File: src/rtl/mult_pkg.sv
// Shared types and constants for the 8x8 signed shift-add multiplier controller.
// MULT_SINGLE_CYCLE_EN selects the merged ADDSHIFT iteration state.
package mult_pkg;

  localparam int         WIDTH     = 8;
  localparam logic [2:0] LAST_ITER = 3'd7;

`ifdef MULT_SINGLE_CYCLE_EN
  typedef enum logic [1:0] {IDLE, ADDSHIFT, HALT} state_t;
`else
  typedef enum logic [1:0] {IDLE, ADD, SHIFT, HALT} state_t;
`endif

endpackage

File: src/rtl/mult_ctrl_if.sv
// Link between mult_ctrl and the upstream 8-bit add/sub stage.
// The controller is the master: it drives the operands and function select and consumes the sum.
interface mult_ctrl_if;
  import mult_pkg::*;

  logic signed [WIDTH-1:0] add_a;
  logic signed [WIDTH-1:0] add_b;
  logic                    add_fn;
  logic signed [WIDTH-1:0] add_s;
  logic                    add_x;

  modport master (output add_a, add_b, add_fn, input add_s, add_x);
  modport slave  (input add_a, add_b, add_fn, output add_s, add_x);
endinterface

File: src/rtl/mult_ctrl_shift_reg_17.sv
// 17-bit {X, A, B} register: parallel load of X/A, load of B, and an arithmetic right shift
// applied after any load in the same edge, so a merged add+shift iteration needs no extra state.
module shift_reg_17
  import mult_pkg::*;
(
  input  logic                    clk,
  input  logic                    rst_n,
  input  logic                    load_ax,
  input  logic                    x_in,
  input  logic signed [WIDTH-1:0] a_in,
  input  logic                    load_b,
  input  logic        [WIDTH-1:0] b_in,
  input  logic                    shift_en,
  output logic                    x_out,
  output logic signed [WIDTH-1:0] a_out,
  output logic        [WIDTH-1:0] b_out
);

  logic [2*WIDTH:0] xab_q;
  logic [2*WIDTH:0] xab_d;
  logic [2*WIDTH:0] xab_ld;

  always_comb begin
    xab_ld = xab_q;
    if (load_ax) xab_ld[2*WIDTH:WIDTH] = {x_in, a_in};
    if (load_b)  xab_ld[WIDTH-1:0]     = b_in;
    xab_d = xab_ld;
    // X is duplicated into A[7] so {X,A} stays a sign-extended partial product
    if (shift_en) xab_d = {xab_ld[2*WIDTH], xab_ld[2*WIDTH:1]};
  end

  always_ff @(posedge clk or negedge rst_n) begin
    if (!rst_n) xab_q <= '0;
    else        xab_q <= xab_d;
  end

  assign x_out = xab_q[2*WIDTH];
  assign a_out = xab_q[2*WIDTH-1:WIDTH];
  assign b_out = xab_q[WIDTH-1:0];

endmodule

File: src/rtl/mult_ctrl.sv
// Sequential 8x8 signed shift-add multiplier controller; product ends in {A,B}, sign in X.
// Define MULT_SINGLE_CYCLE_EN to fold add and shift into one ADDSHIFT state (8-cycle latency).
module mult_ctrl
  import mult_pkg::*;
(
  input  logic              Clk,
  input  logic              Reset_n,
  input  logic [WIDTH-1:0]  SW,
  input  logic              Run,
  input  logic              ClearA_LoadB,
  mult_ctrl_if.master       addsub,
  output logic [WIDTH-1:0]  Aval,
  output logic [WIDTH-1:0]  Bval,
  output logic              Xval,
  output logic              Done
);

  state_t                  state_q;
  logic [2:0]              iter_q;
  logic                    done_q;

  logic                    load_ax;
  logic                    load_b;
  logic                    shift_en;
  logic                    x_in;
  logic signed [WIDTH-1:0] a_in;
  logic                    fn;
  logic                    x_val;
  logic signed [WIDTH-1:0] a_val;
  logic        [WIDTH-1:0] b_val;

  always_comb begin
    load_ax  = 1'b0;
    load_b   = 1'b0;
    shift_en = 1'b0;
    fn       = 1'b0;
    a_in     = addsub.add_s;
    x_in     = addsub.add_x;
    unique case (state_q)
      IDLE: begin
        a_in = '0;
        x_in = 1'b0;
        // load wins over start; both paths clear A and X
        if (ClearA_LoadB) begin
          load_ax = 1'b1;
          load_b  = 1'b1;
        end else if (Run) begin
          load_ax = 1'b1;
        end
      end
`ifdef MULT_SINGLE_CYCLE_EN
      ADDSHIFT: begin
        load_ax  = b_val[0];
        shift_en = 1'b1;
        fn       = (iter_q == LAST_ITER);
      end
`else
      ADD: begin
        load_ax = b_val[0];
        fn      = (iter_q == LAST_ITER);
      end
      SHIFT: shift_en = 1'b1;
`endif
      default: ;
    endcase
  end

  always_ff @(posedge Clk or negedge Reset_n) begin
    if (!Reset_n) begin
      state_q <= IDLE;
      iter_q  <= '0;
      done_q  <= 1'b0;
    end else begin
      unique case (state_q)
        IDLE: begin
          if (!ClearA_LoadB && Run) begin
            iter_q  <= '0;
`ifdef MULT_SINGLE_CYCLE_EN
            state_q <= ADDSHIFT;
`else
            state_q <= ADD;
`endif
          end
        end
`ifdef MULT_SINGLE_CYCLE_EN
        ADDSHIFT: begin
`else
        ADD: state_q <= SHIFT;
        SHIFT: begin
`endif
          iter_q <= iter_q + 3'd1;
          if (iter_q == LAST_ITER) begin
            state_q <= HALT;
            done_q  <= 1'b1;
          end else begin
`ifdef MULT_SINGLE_CYCLE_EN
            state_q <= ADDSHIFT;
`else
            state_q <= ADD;
`endif
          end
        end
        HALT: begin
          if (!Run) begin
            state_q <= IDLE;
            done_q  <= 1'b0;
          end
        end
        default: state_q <= IDLE;
      endcase
    end
  end

  shift_reg_17 u_xab (
    .clk      (Clk),
    .rst_n    (Reset_n),
    .load_ax  (load_ax),
    .x_in     (x_in),
    .a_in     (a_in),
    .load_b   (load_b),
    .b_in     (SW),
    .shift_en (shift_en),
    .x_out    (x_val),
    .a_out    (a_val),
    .b_out    (b_val)
  );

  assign addsub.add_a  = a_val;
  assign addsub.add_b  = SW;
  assign addsub.add_fn = fn;

  assign Aval = a_val;
  assign Bval = b_val;
  assign Xval = x_val;
  assign Done = done_q;

endmodule

File: src/flat_wrapper.sv
// flat-port wrapper written by rule: the top's interface ports become plain ports
module mult_ctrl_flat import mult_pkg::*;
  (Clk, Reset_n, SW, Run, ClearA_LoadB, Aval, Bval, Xval, Done, addsub_add_a, addsub_add_b, addsub_add_fn, addsub_add_s, addsub_add_x);
  mult_ctrl_if addsub_i ();
  input  logic Clk;
  input  logic Reset_n;
  input  logic [WIDTH-1:0] SW;
  input  logic Run;
  input  logic ClearA_LoadB;
  output logic [WIDTH-1:0] Aval;
  output logic [WIDTH-1:0] Bval;
  output logic Xval;
  output logic Done;
  output wire logic [$bits(addsub_i.add_a)-1:0] addsub_add_a;
  output wire logic [$bits(addsub_i.add_b)-1:0] addsub_add_b;
  output wire logic [$bits(addsub_i.add_fn)-1:0] addsub_add_fn;
  input wire logic [$bits(addsub_i.add_s)-1:0] addsub_add_s;
  input wire logic [$bits(addsub_i.add_x)-1:0] addsub_add_x;
  assign addsub_add_a = addsub_i.add_a;
  assign addsub_add_b = addsub_i.add_b;
  assign addsub_add_fn = addsub_i.add_fn;
  assign addsub_i.add_s = addsub_add_s;
  assign addsub_i.add_x = addsub_add_x;
  mult_ctrl u_core (.Clk(Clk), .Reset_n(Reset_n), .SW(SW), .Run(Run), .ClearA_LoadB(ClearA_LoadB), .addsub(addsub_i), .Aval(Aval), .Bval(Bval), .Xval(Xval), .Done(Done));
endmodule
File: config.mk
export PLATFORM = sky130hd
export DESIGN_NAME = mult_ctrl_flat
export DESIGN_NICKNAME = d
export VERILOG_FILES = /design/src/rtl/mult_pkg.sv /design/src/rtl/mult_ctrl_if.sv /design/src/rtl/mult_ctrl_shift_reg_17.sv /design/src/rtl/mult_ctrl.sv /design/src/flat_wrapper.sv
export SDC_FILE = /design/constraint.sdc
export NUM_CORES = 1
export LEC_CHECK = 0
export ABC_AREA = 1
export BUFFER_PORTS_ARGS = -buffer_cell sky130_fd_sc_hd__clkbuf_2
export CAP_MARGIN = 20
export CORE_UTILIZATION = 45
export CTS_CLUSTER_DIAMETER = 120
export DETAILED_ROUTE_END_ITERATION = 7
export GPL_TIMING_DRIVEN = 0
export PLACE_DENSITY = 0.85
export SYNTH_ARGS = -nofsm -noshare
export SYNTH_HDL_FRONTEND = slang
export SYNTH_SLANG_ARGS = --single-unit
File: constraint.sdc
create_clock -name Clk -period 2.3 [get_ports Clk]
set_input_delay 0.115 -clock Clk [delete_from_list [all_inputs] [get_ports Clk]]
set_output_delay 0.115 -clock Clk [all_outputs]
set_load 0.005 [all_outputs]
**Word level (Yosys, flattened, before mapping)**

Index checks and enable logic that the tools add are counted.

- Register bits after elaboration: 23
- Input port bits: 21
- Output and inout port bits: 35
- Logic and storage cells: 43

- $add $sub $neg: 1
- Eq/ne operators: 7
- Mux-type cells: 21
- Reduce and logical (&&, ||, !) cells: 9

Operators by type and width:

| kind | number |
|---|---|
| 16-bit 2-to-1 mux | 1 |
| 8-bit 2-to-1 mux | 2 |
| 1-bit 2-to-1 mux | 9 |
| 9-bit 2-to-1 mux | 1 |
| 2-bit case mux with 4 select lines | 1 |
| 2-bit 2-to-1 mux | 3 |
| 3-bit case mux with 2 select lines | 1 |
| 2-bit nonzero test | 3 |
| 2-bit equality test (second input constant) | 2 |
| 2-bit by 1-bit != test with 1-bit output (second input constant) | 2 |
| 1-bit case mux with 2 select lines | 2 |
| 2-bit AND reduction | 2 |
| 3-bit by 1-bit adder with 3-bit output (second input constant) | 1 |
| 3-bit equality test (second input constant) | 1 |
| 3-bit 2-to-1 mux | 1 |
| 3-bit AND reduction | 1 |
| 2-bit by 1-bit equality test with 1-bit output (second input constant) | 1 |
| 2-bit logical NOT | 1 |
| 2-bit != test (second input constant) | 1 |
| 1-bit logical AND | 1 |
| 1-bit logical NOT | 1 |

**Logic depth before layout (Yosys ltp)**

Gate-level depths: netlist of run 1.

- Word-level depth: 5
- Mapped depth: 7
- Mapped depth without buffers: 7

**Modules after synthesis**

Synthesis of run 1 repeated with hierarchy kept, for this count alone.

- Cells, all modules: 217
- Area, all modules: 1511.4 um^2

Modules (own cells, without submodules):

| module | instances | cells an instance | area each (um^2) | sequential area each (um^2) |
|---|---|---|---|---|
| shift_reg_17 | 1 | 142 | 988.4 | 425.4 |
| mult_ctrl | 1 | 75 | 523.0 | 150.1 |

**Least setup slack after synthesis of run 1**

Ideal clock, no wire load.

- Path type: register to register
- Start: register u_core.state_q[0]
- End: register u_core.u_xab.xab_q[4]
- Library setup time: 0.124 ns
- Arrival time: 1.066 ns
- Data required time: 2.176 ns
- Path slack: 1.111 ns
- Stages on the path, launching flop included: 6
- Buffers on the path: 1
- Period minus slack after synthesis: 1.189 ns
- Path through: dfrtp_1 nor2_4 nand2_4 buf_2 o211ai_1 nand2_1

- Longest elaborated chain between the ends: 4
- Elaborated cells on any way between the ends: 6
- Those cells by class: eq/ne: 1; mux: 4; reduce/logical: 1

RTL lines:

| element | line | source |
|---|---|---|
| start: declaration | mult_ctrl.sv:18 | `state_t state_q;` |
| start signal: assignment | mult_ctrl.sv:70 | `state_q <= IDLE;` |
| start signal: assignment | mult_ctrl.sv:81 | `state_q <= ADD;` |
| start signal: assignment | mult_ctrl.sv:88 | `ADD: state_q <= SHIFT;` |
| 2-bit logical NOT | mult_ctrl.sv:39 | `unique case (state_q)` |
| 1-bit 2-to-1 mux | mult_ctrl.sv:39 |  |
| 8-bit 2-to-1 mux | mult_ctrl_shift_reg_17.sv:26 | `if (load_b) xab_ld[WIDTH-1:0] = b_in;` |
| 16-bit 2-to-1 mux (*) | mult_ctrl_shift_reg_17.sv:29 | `if (shift_en) xab_d = {xab_ld[2*WIDTH], xab_ld[2*WIDTH:1]};` |
| net u_core.u_xab.xab_d[4] | mult_ctrl_shift_reg_17.sv:20 | `logic [2*WIDTH:0] xab_d;` |
| end signal: assignment | mult_ctrl_shift_reg_17.sv:33 | `if (!rst_n) xab_q <= '0;` |
| end signal: assignment | mult_ctrl_shift_reg_17.sv:34 | `else xab_q <= xab_d;` |
| end: declaration | mult_ctrl_shift_reg_17.sv:19 | `logic [2*WIDTH:0] xab_q;` |

The timed path passes the listed nets; every way through them passes the cells marked *. The select of a mux whose other input is x is not followed.
A chain may end at the register's enable or synchronous reset.

**Final worst setup path of run 1**

- Start: register u_core.iter_q[0]
- End: output port addsub_add_fn

- Longest elaborated chain between the ends: 2

RTL lines:

| element | line | source |
|---|---|---|
| start: declaration | mult_ctrl.sv:19 | `logic [2:0] iter_q;` |
| start signal: assignment | mult_ctrl.sv:91 | `iter_q <= iter_q + 3'd1;` |
| 3-bit equality test | mult_ctrl.sv:60 | `fn = (iter_q == LAST_ITER);` |
| 1-bit 2-to-1 mux | mult_ctrl.sv:39 |  |
| end: declaration | flat_wrapper.sv:16 | `output wire logic [$bits(addsub_i.add_fn)-1:0] addsub_add_fn;` |

No other way between the ends.

==> run summary, run 1 <==
Buffers added to address setup during post-CTS repair amount to 0. The total iterations of the first detailed-routing run is 4. The setup TNS after final layout came out at 0 ns. The worst voltage drop across the vdd grid is 0.000670 V. The count of antenna diodes in the layout is 0. The largest stage delay on the critical path is 0.42 ns. The post-layout net count came out at 252. The internal power of the cells is 1.18 mW. Ranked by total cell area, the synthesized netlist is headed by dfrtp_1 43%, nand2_1 20%, buf_4 9.5%. The top cell type by area accounts for 43.0% of the synthesized area. The simple-gate share of the synthesized area is 29.1%. The routed via count divided by cell count came out at 4.86. The total of endpoints with negative setup slack in the final report is 0. The area overhead of the layout relative to synthesis came out at 26.3%.

Setup repair after global routing left no endpoint under its margin. The CTS H-tree depth is 1. A synthesized cell averages 7.96 µm². The unique cell type count in the Yosys netlist is 21. The proportion of synthesized chip area in sequential cells is 43.0%. The die area came out at 3190 µm². During synthesis, Yosys emitted a total of 0 warnings. The tool flagged a number of max-cap violations equal to 0.

The worst path in the final design needs a cycle of 1.44 ns, including I/O delays and setup. The cell count after synthesis is 168. The synthesized-area fraction occupied by xor and xnor cells came out at 0%.

The most prevalent standard cell on the critical path is ha_1. The top cell type by total area after synthesis is dfrtp_1. The switching portion of total power is 42.2%. After detailed routing, the average wire length per cell comes to 10.5 µm.

In this run the critical register-to-register path is captured at u_core.u_xab.xab_q[6]$_DFF_PN0_. Walking the worst path, the cells encountered are ha_1 -> ha_1 -> inv_1 -> nor2_1 -> clkbuf_2. The final antenna-violating net count came out at 0. The die boundary width is 56.5 µm. The final critical-path share of the clock period is 62.6%. The number of cells on the worst hold path came out at 3. The worst-case clock buffer depth came out at 2.

The relative contribution of the clock network to total power came out at 9.1%. The critical path in this run is classified as flop to output pin. In this run the cell area of the synthesized design comes to 1340 µm².

The setup slack of the most critical reg-to-reg path came out at 0.99 ns. The count of unresolved DRC violations after routing came out at 0. For this design the total switching power over the nets is 863 µW. The height of the chip is 56.5 µm. The actual slew at the worst max-slew pin came out at 0.563 ns.

The number of nets produced by synthesis is 191. At the end of routability-driven placement, the weighted congestion stood at 0.728. The fraction of final layout cells sized beyond drive strength 1 is 38.6%. The standby leakage power came out at 1.02 nW. The number of placement rows came out at 19. Summed over all nets, the half-perimeter wirelength after detailed placement is 2100 µm. The worst setup path is captured at an output pin. The logic depth of the worst register-to-register path is 5. The critical path contains buffers and inverters numbering 2 combined. On the critical path, the stage with the largest delay is an instance of dfrtp_1.

The number of max-slew violations in the final report is 0. The worst register-to-register path begins at u_core.state_q[0]$_DFFE_PN0P_. The global-route wire length before repair is 4710 µm. The global-route total usage across every layer is 19.0%.

The number of antenna violations at the first check in global routing is 0. At the worst endpoint, the required time is 2.18 ns. The maximum number of pins on one net before global-route repair is 24. The total number of vias is 1259. The fraction of the mapped netlist area in adder cells is 1.87%. The ratio of total power to cell area is 1210 nW/µm².

Of all nets on the critical path, the largest fanout is 3. The number of register bits inferred by synthesis is 23. Wires add up to 2730 µm. The data arrival at the endpoint of the critical path is 1.32 ns. The startpoint identified for the worst hold timing path is addsub_add_x. During placement, the flow inserted port buffers numbering 55. The total number of clock tree sinks came out at 23. The tree is rooted in a clkbuf_4. TritonCTS built the clock tree. The number of global-route vias before repair is 1078.

After synthesis, the share of cell area in mux cells is 0%. The sequential fraction of design power is 36.6%. The overall overflow remaining after global route is 0. The detailed router's first-iteration violation count is 31. Pin placement for this block handled 56 I/O pins. The tightest hold path in the finished design has a slack of 0.0281 ns. Combinational logic is responsible for 54.3% of the overall power.

The startpoint type of the worst setup path is a flop. The worst slew margin relative to its limit is 62.5%. The post-synthesis compound-gate area fraction is 9.26%. Static timing analysis puts the maximum clock frequency at 695 MHz. The region available for standard cell placement spans 2780 µm². The post-route clock skew came out at 0.00632 ns.

The number of hold-slack violations in the final timing report came out at 0. By area, the combinational part of the netlist is dominated by simple AND/OR/NAND/NOR gates. The worst hold path terminates at u_core.u_xab.xab_q[16]$_DFF_PN0_. At the later pin of the worst-skew pair, clock insertion delay measures 0.31 ns. The clock buffer count from CTS is 3. The clock-pin transition on the worst setup and hold timing paths came out at 0.13 ns. The initial standard-cell utilization of the core is 48.1%. The flow ran to the end, and the final reports show no timing, DRC or antenna violations.

The worst hold path belongs to the class input port to flop. The family of cells with the greatest summed delay on the critical path is flip-flops.
through the flow:
step	util (%)	cell area, µm²	instances	worst slack (ns)	power (mW)
6_report	60.7	1690	259	0.861	2.04
3_5_place_dp	59.4	1650	254	1.01	1.88
5_1_grt	60.7	1690	259	0.780	2.26
3_3_place_gp	59.4	1650	254	1.03	1.84
4_1_cts	60.7	1690	259	0.847	2.07
2_1_floorplan	-	1340	168	1.11	1.48
Yosys cell counts:
cell       n
nor2_1     1
inv_1     11
nand2_2    1
buf_4     17
o21ai_0    2
clkinv_4   1
ha_1       2
buf_6      3
a31oi_1    1
nor2_4     1
nand2_4    1
o211ai_1  13
dfrtp_1   23
or2_0      1
inv_2      2
nor2_2     1
buf_2      1
nand3_1   12
nand2_1   71
o21ai_1    2
nand3_4    1
worst min-delay path, cell delays in order:
cell      delay, ns
clkbuf_2       0.07
nand2_1        0.05
nand2_1        0.07
cells in the final DEF, fill, tap and decap left out, drive strengths merged:
cell,n
clkbuf,58
o211ai,13
nor2,3
dlygate4sd3,1
o21ai,4
buf,21
clkinv,2
ha,2
dfrtp,23
nand3,13
a31oi,1
nand2,73
or2,1
inv,13
worst max path at each step:
stage / from / end / slack (ns) / cells after the start
2_1_floorplan: u_core.state_q[0]$_DFFE_PN0P_ / u_core.u_xab.xab_q[4]$_DFF_PN0_ / 1.11 / 5
3_3_place_gp: u_core.state_q[0]$_DFFE_PN0P_ / u_core.u_xab.xab_q[2]$_DFF_PN0_ / 1.03 / 5
3_5_place_dp: u_core.state_q[0]$_DFFE_PN0P_ / u_core.u_xab.xab_q[2]$_DFF_PN0_ / 1.01 / 5
4_1_cts: u_core.iter_q[0]$_DFFE_PN0P_ / addsub_add_fn / 0.85 / 5
5_1_grt: u_core.iter_q[0]$_DFFE_PN0P_ / addsub_add_fn / 0.78 / 5
6_report: u_core.iter_q[0]$_DFFE_PN0P_ / addsub_add_fn / 0.86 / 5
cells by family (layout without fill, tap and decap cells):
kind of cell,count (synthesis),in the layout
fa+ha+maj,2,2
compound gates,18,18
flops,23,23
buf+inv,35,95
simple gates,90,90
power by group through the flow:
stage	registers, mW	clock network, mW	logic [mW]
finish	0.747	0.187	1.11
global route	0.776	0.212	1.27
CTS	0.748	0.194	1.13
detailed placement	0.753	0	1.12
global placement	0.751	0	1.09
floorplan	0.752	0	0.729
cell type report:
type / instances / area [µm²]
buffer: 21 / 166
clock buffer: 3 / 22.5
clock inverter: 1 / 5.00
fill: 272 / 1090
inverter: 14 / 57.6
multi-input combinational: 110 / 538
sequential: 23 / 576
tap: 31 / 38.8
timing repair buffer: 56 / 285
flip-flops by register name, indices dropped and copies added, names as in the netlist:
register and cells:
u_core.u_xab.xab_q 17, u_core.iter_q 3, u_core.state_q 2, u_core.Done 1
metal layers:
layer / global-route usage (%) / share of wire [%]
met3: 2.76 / 6.2
met1: 24.9 / 46
met5: 0 / 0
met4: 5.23 / 0.92
met2: 32.6 / 47
timing repair:
item | CTS | global route
hold endpoints to repair | 23 | 0
gates resized for setup | 0 | 0
setup endpoints to repair | 0 | 0
hold buffers | 1 | 0
Note: power is estimated with default switching activity, not from simulation.
==> run 2, diff against run 1 <==
--- a/config.mk
+++ b/config.mk
@@ -5,14 +5,14 @@
 export SDC_FILE = /design/constraint.sdc
 export NUM_CORES = 1
 export LEC_CHECK = 0
-export ABC_AREA = 1
+export ABC_AREA = 0
 export BUFFER_PORTS_ARGS = -buffer_cell sky130_fd_sc_hd__clkbuf_2
 export CAP_MARGIN = 20
 export CORE_UTILIZATION = 45
 export CTS_CLUSTER_DIAMETER = 120
 export DETAILED_ROUTE_END_ITERATION = 7
 export GPL_TIMING_DRIVEN = 0
-export PLACE_DENSITY = 0.85
+export PLACE_DENSITY = 0.86
 export SYNTH_ARGS = -nofsm -noshare
 export SYNTH_HDL_FRONTEND = slang
 export SYNTH_SLANG_ARGS = --single-unit
==> constraint.sdc (replaced) <==
create_clock -name Clk -period 1.5 [get_ports Clk]
set_input_delay 0.075 -clock Clk [delete_from_list [all_inputs] [get_ports Clk]]
set_output_delay 0.075 -clock Clk [all_outputs]
set_load 0.005 [all_outputs]
==> run 2 against run 1 <==
Effect of this change:
- clock power up 50%
- core utilization grew 5.9 points
- clock-buffer cell count is 1 higher
- area after synthesis shrank 6.6%
- register-to-register slack lost 0.84 ns
- cell count shrank 14%
- critical path depth decreased by 1
- die area is 6.4% lower
- total power is 42% higher
- worst setup slack worse by 0.79 ns
==> run summary, run 2 <==
The total of endpoints with negative setup slack in the final report came out at 0 (unchanged). The register name with the most flops is u_core.u_xab.xab_q (unchanged). The worst slew margin relative to its limit was 58.4% (was 62.5%). The post-layout net count came out at 217 (was 252). The Yosys warning count is 0 (unchanged). The number of placement rows came out at 18 (was 19). The count of antenna diodes in the layout was 0 (unchanged). The post-route clock skew is 0.00779 ns (was 0.00632 ns). The number of global-route vias before repair is 982 (was 1078). The source-to-sink clock delay at the later pin of the worst-skew pair came out at 0.31 ns (about the same). The number of antenna violations at the first check in global routing is 0 (unchanged). The die area is 2990 µm² (was 3190 µm²).

The clock root buffer master is clkbuf_4 (unchanged). The sequential fraction of design power is 37.1% (was 36.6%). The startpoint type of the worst setup path is a flop (unchanged). Commonest cells after routing, fill and taps aside: 55 x clkbuf_2, 23 x dfrtp_1, 19 x buf_4, 19 x nand2_1, 15 x o21ai_0 (was 71 x nand2_1, 55 x clkbuf_2, 23 x dfrtp_1). The height of the chip came out at 54.7 µm (was 56.5 µm).

The start point of the worst min-delay path is Run (was addsub_add_x). The area overhead of the layout relative to synthesis is 35.8% (was 26.3%). The final critical path takes up 95.0% of the cycle. The worst-case clock buffer depth was 2 (unchanged).

The actual slew at the worst max-slew pin is 0.623 ns (was 0.563 ns). The required time of the critical path came out at 1.42 ns (was 2.18 ns). The die boundary width is 54.7 µm (was 56.5 µm). The overall overflow remaining after global route came to 0 (unchanged). The standby leakage power came out at 0.896 nW (was 1.02 nW). The total number of clock tree sinks is 23 (unchanged). The overall power after layout is 2.90 mW (was 2.04 mW). The total number of vias is 1114 (was 1259). The ratio of total power to cell area is 1710 nW/µm² (was 1210 nW/µm²).

The routed via count divided by cell count came out at 5.00 (was 4.86). The TritonCTS clock tree was built (unchanged). Top post-synthesis cells by area: dfrtp_1 46%, buf_4 10%, o21ai_0 6.0% (was dfrtp_1 43%, nand2_1 20%, buf_4 9.5%). The destination of the worst register-to-register timing path is u_core.u_xab.xab_q[4]$_DFF_PN0_ (was u_core.u_xab.xab_q[6]$_DFF_PN0_). Largest registers: u_core.u_xab.xab_q (17), u_core.iter_q (3), u_core.state_q (2) (unchanged). The fraction of synthesis flops using an asynchronous set or reset pin came to 100% (unchanged). The launch instance of the worst register-to-register path was u_core.state_q[1]$_DFFE_PN0P_ (was u_core.state_q[0]$_DFFE_PN0P_). The internal power of the cells is 1.77 mW (was 1.18 mW). The total I/O pin count was 56 (unchanged). The number of hold-slack violations in the final timing report is 0 (unchanged). The number of cells on the worst hold path was 3 (unchanged). The final cell area excluding filler cells is 1700 µm² (was 1690 µm²).

The unique cell type count in the Yosys netlist is 28 (was 21). The clock-pin transition on the worst setup and hold timing paths came out at 0.12 ns (was 0.13 ns). Most common library cells after synthesis: 23 x dfrtp_1, 19 x nand2_1, 17 x buf_4 (was 71 x nand2_1, 23 x dfrtp_1, 17 x buf_4). The final antenna-violating net count came out at 0 (unchanged). The fraction of final layout cells sized beyond drive strength 1 is 46.6% (was 38.6%).

The maximum number of pins on one net before global-route repair is 24 (unchanged). The worst hold-check path type is input port to flop (unchanged). The setup slack of the most critical reg-to-reg path was 0.15 ns (was 0.99 ns). The switching power summed over all nets came out at 1.12 mW (was 863 µW). The combinational share of power came out at 53.3% (was 54.3%). The global-route wire length before repair is 4440 µm (was 4710 µm). The total iterations of the first detailed-routing run came out at 4 (unchanged). The leading cell type by number of instances after synthesis is dfrtp_1 (was nand2_1). The average detailed-routed wire length per instance came out at 12.9 µm (was 10.5 µm).

The detailed router's first-iteration violation count came out at 26 (was 31). Run status: finished clean (unchanged). The netlist area before placement is 1250 µm² (was 1340 µm²). The logic depth of the worst register-to-register path came out at 4 (was 5). The post-synthesis average cell area came out at 10.2 µm² (was 7.96 µm²). The CTS H-tree depth came to 1 (unchanged).

The proportion of synthesized chip area in sequential cells came out at 46.1% (was 43.0%). The most common cell after layout, fill and taps aside is clkbuf_2 (was nand2_1). The number of buffers and inverters on the critical path came out at 1 (was 2). The initial standard-cell utilization of the core came to 49.1% (was 48.1%). The count of fill cells added during filler insertion is 212 (was 272). The count of port buffers added during placement came out at 55 (unchanged). The number of flops mapped to enable cells by yosys came to 0 (unchanged). The minimum clock period after layout is 1.42 ns. The cell count after synthesis is 123 (was 168). The core region area is 2540 µm² (was 2780 µm²). The switching portion of total power came out at 38.8% (was 42.2%). The data arrival at the endpoint of the critical path is 1.35 ns (was 1.32 ns). The count of unresolved DRC violations after routing was 0 (unchanged). The relative contribution of the clock network to total power is 9.7% (was 9.1%).

The largest stage delay on the critical path is 0.40 ns (was 0.42 ns). The end point of the most critical hold path is u_core.state_q[0]$_DFFE_PN0P_ (was u_core.u_xab.xab_q[16]$_DFF_PN0_). The global-route total usage across every layer came out at 21.5% (was 19.0%). The max-capacitance violation count came out at 0 (unchanged). The cell type of the slowest stage on the worst timing path was dfrtp_1 (unchanged). The minimum setup slack in the final design came out at 0.0756 ns (was 0.861 ns). The start-to-end type of the worst setup path is flop to output pin (unchanged). The flip-flop count of the largest register after layout is 17 (unchanged). The setup TNS after final layout is 0 ns (unchanged). The clock buffer count from CTS is 3 (unchanged).

The critical path capture point type is an output pin (unchanged). The top cell type by total area after synthesis was dfrtp_1 (unchanged). The instance area after placement came out at 1560 µm² (was 1650 µm²). The worst setup slack before clock tree synthesis is 0.173 ns (was 1.01 ns). The number of nets produced by synthesis is 146 (was 191).

Based on the critical path, the design can be clocked at up to 702 MHz. The area share of the leading cell type in the synthesized netlist was 46.1% (was 43.0%). The worst voltage drop across the vdd grid came out at 0.00104 V (was 0.000670 V). The fraction of the core area covered by cells at the end of the flow was 66.6% (was 60.7%). The estimated wirelength of the detail-placed design came out at 2030 µm (was 2100 µm). The highest net fanout along the worst path came out at 3 (unchanged). Critical Path, Cell by Cell: ha_1 -> ha_2 -> and3_1 -> clkbuf_2 (was ha_1 -> ha_1 -> inv_1 -> nor2_1 -> clkbuf_2). Unrepaired setup endpoints after global routing: no (unchanged).

The number of register bits inferred by synthesis came out at 23 (unchanged). The total routed wirelength came to 2880 µm (was 2730 µm). The family of cells with the greatest summed delay on the critical path is flip-flops (unchanged). The commonest register cell after synthesis is dfrtp_1 (unchanged). The final weighted congestion in routability-driven placement came to 0.805 (was 0.728). The number of max-slew violations in the final report is 0 (unchanged).
run 2: cell types whose count changed after synthesis, moves of 7 or more:
cell / previous run / this run
nand3_1: 12 / 0
mux2i_1: 0 / 7
nand2_1: 71 / 19
a22oi_1: 0 / 8
o211ai_1: 13 / 0
inv_1: 11 / 1
o21ai_0: 2 / 15
run 2: stage by stage:
step	hold WS [ns]	instances
after floorplan	-0.221	123
after global placement	0.0900	208
after detailed placement	0.0890	208
after CTS	0.0375	221
after global routing	0.0332	223
final	0.0538	223
run 2: logic make-up after synthesis:
family	share of synthesized area, %
buffers and inverters	14.1
adders and majority gates	2.00
AOI/OAI and AO/OA	17.5
DFF	46.1
and+or+nand+nor	13.7
muxes	6.51
run 2: worst register-to-register path, delay by kind of cell (launching register included):
kind	cells	cell delay, ns
AO/OA/AOI/OAI	2	0.63
flip-flops	1	0.40
buffers and inverters	1	0.14
AND/OR/NAND/NOR	1	0.10
run 2: worst max path at each step:
stage                                  start                              end  slack, ns  depth (start not counted)
5_1_grt         u_core.iter_q[0]$_DFFE_PN0P_                    addsub_add_fn       0.02                          4
3_5_place_dp   u_core.state_q[1]$_DFFE_PN0P_  u_core.u_xab.xab_q[4]$_DFF_PN0_       0.17                          4
6_report        u_core.iter_q[0]$_DFFE_PN0P_                    addsub_add_fn       0.08                          4
2_1_floorplan   u_core.iter_q[0]$_DFFE_PN0P_     u_core.iter_q[2]$_DFFE_PN0P_       0.38                          3
3_3_place_gp   u_core.state_q[1]$_DFFE_PN0P_  u_core.u_xab.xab_q[2]$_DFF_PN0_       0.27                          4
4_1_cts         u_core.iter_q[0]$_DFFE_PN0P_                    addsub_add_fn       0.03                          4
run 2: layout make-up:
| class | instances | area (µm²) | area share (%) |
|---|---|---|---|
| plain buffers | 23 | 169 | 9.96 |
| flip-flops and latches | 23 | 576 | 33.9 |
| well taps | 30 | 37.5 | 2.21 |
| repair buffers | 66 | 380 | 22.4 |
| clock buffers | 4 | 26.3 | 1.55 |
| inverters | 2 | 7.51 | 0.443 |
| multi-input cells | 75 | 499 | 29.4 |
run 2: per-layer routing:
layer | global-route usage, % | vias up | wire (µm)
met5 | 0 | - | 0
met4 | 8.55 | 0 | 38
met3 | 4.17 | 4 | 132
met2 | 34.7 | 35 | 1460
met1 | 27.9 | 520 | 1240
li1 | - | 555 | -
run 2: power by group through the flow:
stage	logic, mW	registers [mW]	clock network, mW
4_1_cts	1.50	1.07	0.293
3_3_place_gp	1.43	1.07	0
2_1_floorplan	0.997	1.07	0
3_5_place_dp	1.48	1.09	0
6_report	1.54	1.07	0.280
5_1_grt	1.74	1.10	0.312
run 2: repair_timing:
action | in CTS | in global routing
endpoints found under the setup margin | 0 | 1
setup buffers | 0 | 2
hold endpoints to repair | 31 | 0
gates resized for setup | 0 | 1
hold buffers | 9 | 0
==> run 3, diff against run 2 <==
--- a/config.mk
+++ b/config.mk
@@ -8,6 +8,7 @@
 export ABC_AREA = 0
 export BUFFER_PORTS_ARGS = -buffer_cell sky130_fd_sc_hd__clkbuf_2
 export CAP_MARGIN = 20
+export CORE_ASPECT_RATIO = 1.2
 export CORE_UTILIZATION = 45
 export CTS_CLUSTER_DIAMETER = 120
 export DETAILED_ROUTE_END_ITERATION = 7
==> constraint.sdc (replaced) <==
create_clock -name Clk -period 1.6 [get_ports Clk]
set_input_delay 0.08 -clock Clk [delete_from_list [all_inputs] [get_ports Clk]]
set_output_delay 0.08 -clock Clk [all_outputs]
set_load 0.005 [all_outputs]
==> run 3 against run 2 <==
Effect of this change:
- worst setup slack gained 0.041 ns
- non-clock buffer count shrank 2
- sequential power shrank 6%
- die area is essentially flat
- via count grew 2.4%
- global-route usage shrank 0.99 points
- total power shrank 7.5%
- sequential share of layout area grew 0.25 points
==> run summary, run 3 (synthesized netlist as in run 2, its figures left out) <==
The minimum clock period after layout is 1.48 ns. The post-CTS resize count came out at 0 (unchanged). The die boundary width is 50.1 µm (was 54.7 µm).

The worst hold-check path type is input port to flop (unchanged). The actual slew at the worst max-slew pin is 0.615 ns (was 0.623 ns). The clock root buffer master is clkbuf_4 (unchanged). The worst slew margin relative to its limit is 58.9% (was 58.4%). The overall overflow remaining after global route came out at 0 (unchanged). The clock buffer count from CTS is 3 (unchanged).

The average detailed-routed wire length per instance came out at 12.8 µm (was 12.9 µm). The required time of the critical path was 1.52 ns (was 1.42 ns). The highest net fanout along the worst path was 3 (unchanged). The worst-case clock buffer depth came out at 2 (unchanged). The start point of the worst min-delay path is Run (unchanged).

The max-capacitance violation count was 0 (unchanged). The estimated wirelength of the detail-placed design came to 1970 µm (was 2030 µm). The initial standard-cell utilization of the core came to 48.4% (was 49.1%).

The cell type of the slowest stage on the worst timing path is dfrtp_1 (unchanged). Run status: finished clean (unchanged). The number of global-route vias before repair was 1045 (was 982). The final instance count without filler cells came to 224 (was 223).

The total number of clock tree sinks is 23 (unchanged). The most common cell after layout, fill and taps aside is clkbuf_2 (unchanged). The die area came out at 2990 µm² (about the same). The ratio of total power to cell area is 1590 nW/µm² (was 1710 nW/µm²). The count of unresolved DRC violations after routing is 0 (unchanged).

Critical Path, Cell by Cell: ha_1 -> ha_1 -> and3_1 -> clkbuf_2 (was ha_1 -> ha_2 -> and3_1 -> clkbuf_2). The relative contribution of the clock network to total power was 10.1% (was 9.7%). The total iterations of the first detailed-routing run came out at 4 (unchanged). The data arrival at the endpoint of the critical path was 1.40 ns (was 1.35 ns).

Commonest cells after routing, fill and taps aside: 55 x clkbuf_2, 23 x dfrtp_1, 19 x nand2_1 (was 55 x clkbuf_2, 23 x dfrtp_1, 19 x buf_4, 19 x nand2_1, 15 x o21ai_0). Unrepaired setup endpoints after global routing: no (unchanged). The core region area came out at 2580 µm² (was 2540 µm²).

The CTS H-tree depth came out at 1 (unchanged). The source-to-sink clock delay at the later pin of the worst-skew pair was 0.31 ns (about the same). The instance area after placement was 1570 µm² (was 1560 µm²). The worst voltage drop across the vdd grid came out at 0.000892 V (was 0.00104 V). The area overhead of the layout relative to synthesis came to 34.8% (was 35.8%). The final cell area excluding filler cells is 1680 µm² (was 1700 µm²). The detailed router's first-iteration violation count is 21 (was 26). The fraction of final layout cells sized beyond drive strength 1 came out at 46.1% (was 46.6%). The timing startpoint of the critical path was u_core.iter_q[0]$_DFFE_PN0P_ (unchanged). The TritonCTS clock tree is built (unchanged).

The cell total after placement came out at 211 (was 208). The start-to-end type of the worst setup path is flop to output pin (unchanged). The number of hold-slack violations in the final timing report came out at 0 (unchanged).

The total I/O pin count came out at 56 (unchanged). The height of the chip came out at 59.7 µm (was 54.7 µm). The fraction of the core area covered by cells at the end of the flow is 65.3% (was 66.6%). The combinational share of power is 52.3% (was 53.3%).

The setup TNS after final layout is 0 ns (unchanged). Largest registers: u_core.u_xab.xab_q (17), u_core.iter_q (3), u_core.state_q (2) (unchanged). The total routed wirelength was 2870 µm (was 2880 µm). The routed via count divided by cell count came out at 5.09 (was 5.00). The total number of vias came out at 1141 (was 1114). The internal power of the cells is 1.63 mW (was 1.77 mW). The number of placement rows came to 20 (was 18).

The number of setup buffers added after CTS is 0 (unchanged). The final antenna-violating net count is 0 (unchanged). The post-route clock skew came out at 0.00272 ns (was 0.00779 ns). The count of port buffers added during placement is 55 (unchanged). The flip-flop count of the largest register after layout was 17 (unchanged). The global-route wire length before repair came out at 4510 µm (was 4440 µm). The final critical-path share of the clock period is 92.7%.

The standby leakage power came out at 0.891 nW (was 0.896 nW). The fmax came out at 674 MHz. The startpoint type of the worst setup path is a flop (unchanged). The largest stage delay on the critical path is 0.42 ns (was 0.40 ns). The number of max-slew violations in the final report came to 0 (unchanged). The global-route total usage across every layer came out at 20.5% (was 21.5%). The count of antenna diodes in the layout was 0 (unchanged). The switching portion of total power was 39.2% (was 38.8%). The final weighted congestion in routability-driven placement is 0.733 (was 0.805).

The clock-pin transition on the worst setup and hold timing paths came out at 0.12 ns (about the same). The register name with the most flops is u_core.u_xab.xab_q (unchanged). The launch instance of the worst register-to-register path is u_core.state_q[1]$_DFFE_PN0P_ (unchanged). The switching power summed over all nets is 1.05 mW (was 1.12 mW). The maximum number of pins on one net before global-route repair came out at 24 (unchanged).

The total of endpoints with negative setup slack in the final report is 0 (unchanged). The post-layout net count is 215 (was 217). The family of cells with the greatest summed delay on the critical path is adder cells (was flip-flops). The number of antenna violations at the first check in global routing is 0 (unchanged). The cell that appears most often on the critical path is ha_1. The sequential fraction of design power is 37.6% (was 37.1%). The critical path capture point type was an output pin (unchanged). The number of buffers and inverters on the critical path is 1 (unchanged).
run 3: changes by cell type in the layout (fill, tap and decap cells not counted), sizes merged:
cell	change
clkbuf	-1
clkinv	+1
buf	-2
run 3: per-stage QoR:
step / setup WS [ns] / hold slack [ns] / power (mW)
2_1_floorplan: 0.475 / -0.216 / 1.93
3_3_place_gp: 0.361 / 0.0877 / 2.33
3_5_place_dp: 0.320 / 0.0976 / 2.39
4_1_cts: 0.0973 / 0.0349 / 2.69
5_1_grt: 0.0495 / 0.0478 / 2.89
6_report: 0.116 / 0.0562 / 2.68
run 3: layer usage:
layer	routed length, µm	up-vias	track usage (%)
met4	37	0	11.0
met1	1170	545	22.3
met2	1540	41	38.5
met5	0	-	0
li1	-	551	-
met3	126	4	2.29
run 3: worst paths after layout:
kind	depth (start not counted)	slack, ns	end
max	4	0.12	addsub_add_fn
min	3	0.06	u_core.state_q[0]$_DFFE_PN0P_
max reg2reg	4	0.27	u_core.u_xab.xab_q[7]$_DFF_PN0_
min reg2reg	1	0.52	u_core.iter_q[1]$_DFFE_PN0P_
max in group asynchronous	2	0.95	u_core.iter_q[2]$_DFFE_PN0P_
min in group asynchronous	2	0.28	u_core.u_xab.xab_q[8]$_DFF_PN0_
run 3: worst reg2reg max path: stages (launching register included):
cell and delay [ns]:
dfrtp_1 0.39, buf_6 0.14, o21bai_1 0.51, nand2_1 0.12, o21ai_0 0.10
run 3: layout make-up:
| class | instances | area, µm² |
|---|---|---|
| Fill cell | 211 | 895 |
| Inverter | 2 | 7.51 |
| Buffer | 23 | 169 |
| Sequential cell | 23 | 576 |
| Clock buffer | 3 | 22.5 |
| Timing Repair Buffer | 64 | 365 |
| Tap cell | 33 | 41.3 |
| Multi-Input combinational cell | 75 | 497 |
| Clock inverter | 1 | 5.00 |
run 3: repair_timing:
item,in CTS,in global routing
endpoints found under the hold margin,31,0
hold buffers,9,0
endpoints found under the setup margin,0,0
run 3: power by group through the flow:
stage                     clock, mW  sequential, mW  combinational [mW]
after global placement            0            1.00                1.33
after floorplan                   0           0.999               0.935
after global routing          0.305            1.04                1.54
final                         0.269            1.01                1.40
after CTS                     0.286            1.01                1.40
after detailed placement          0            1.02                1.37
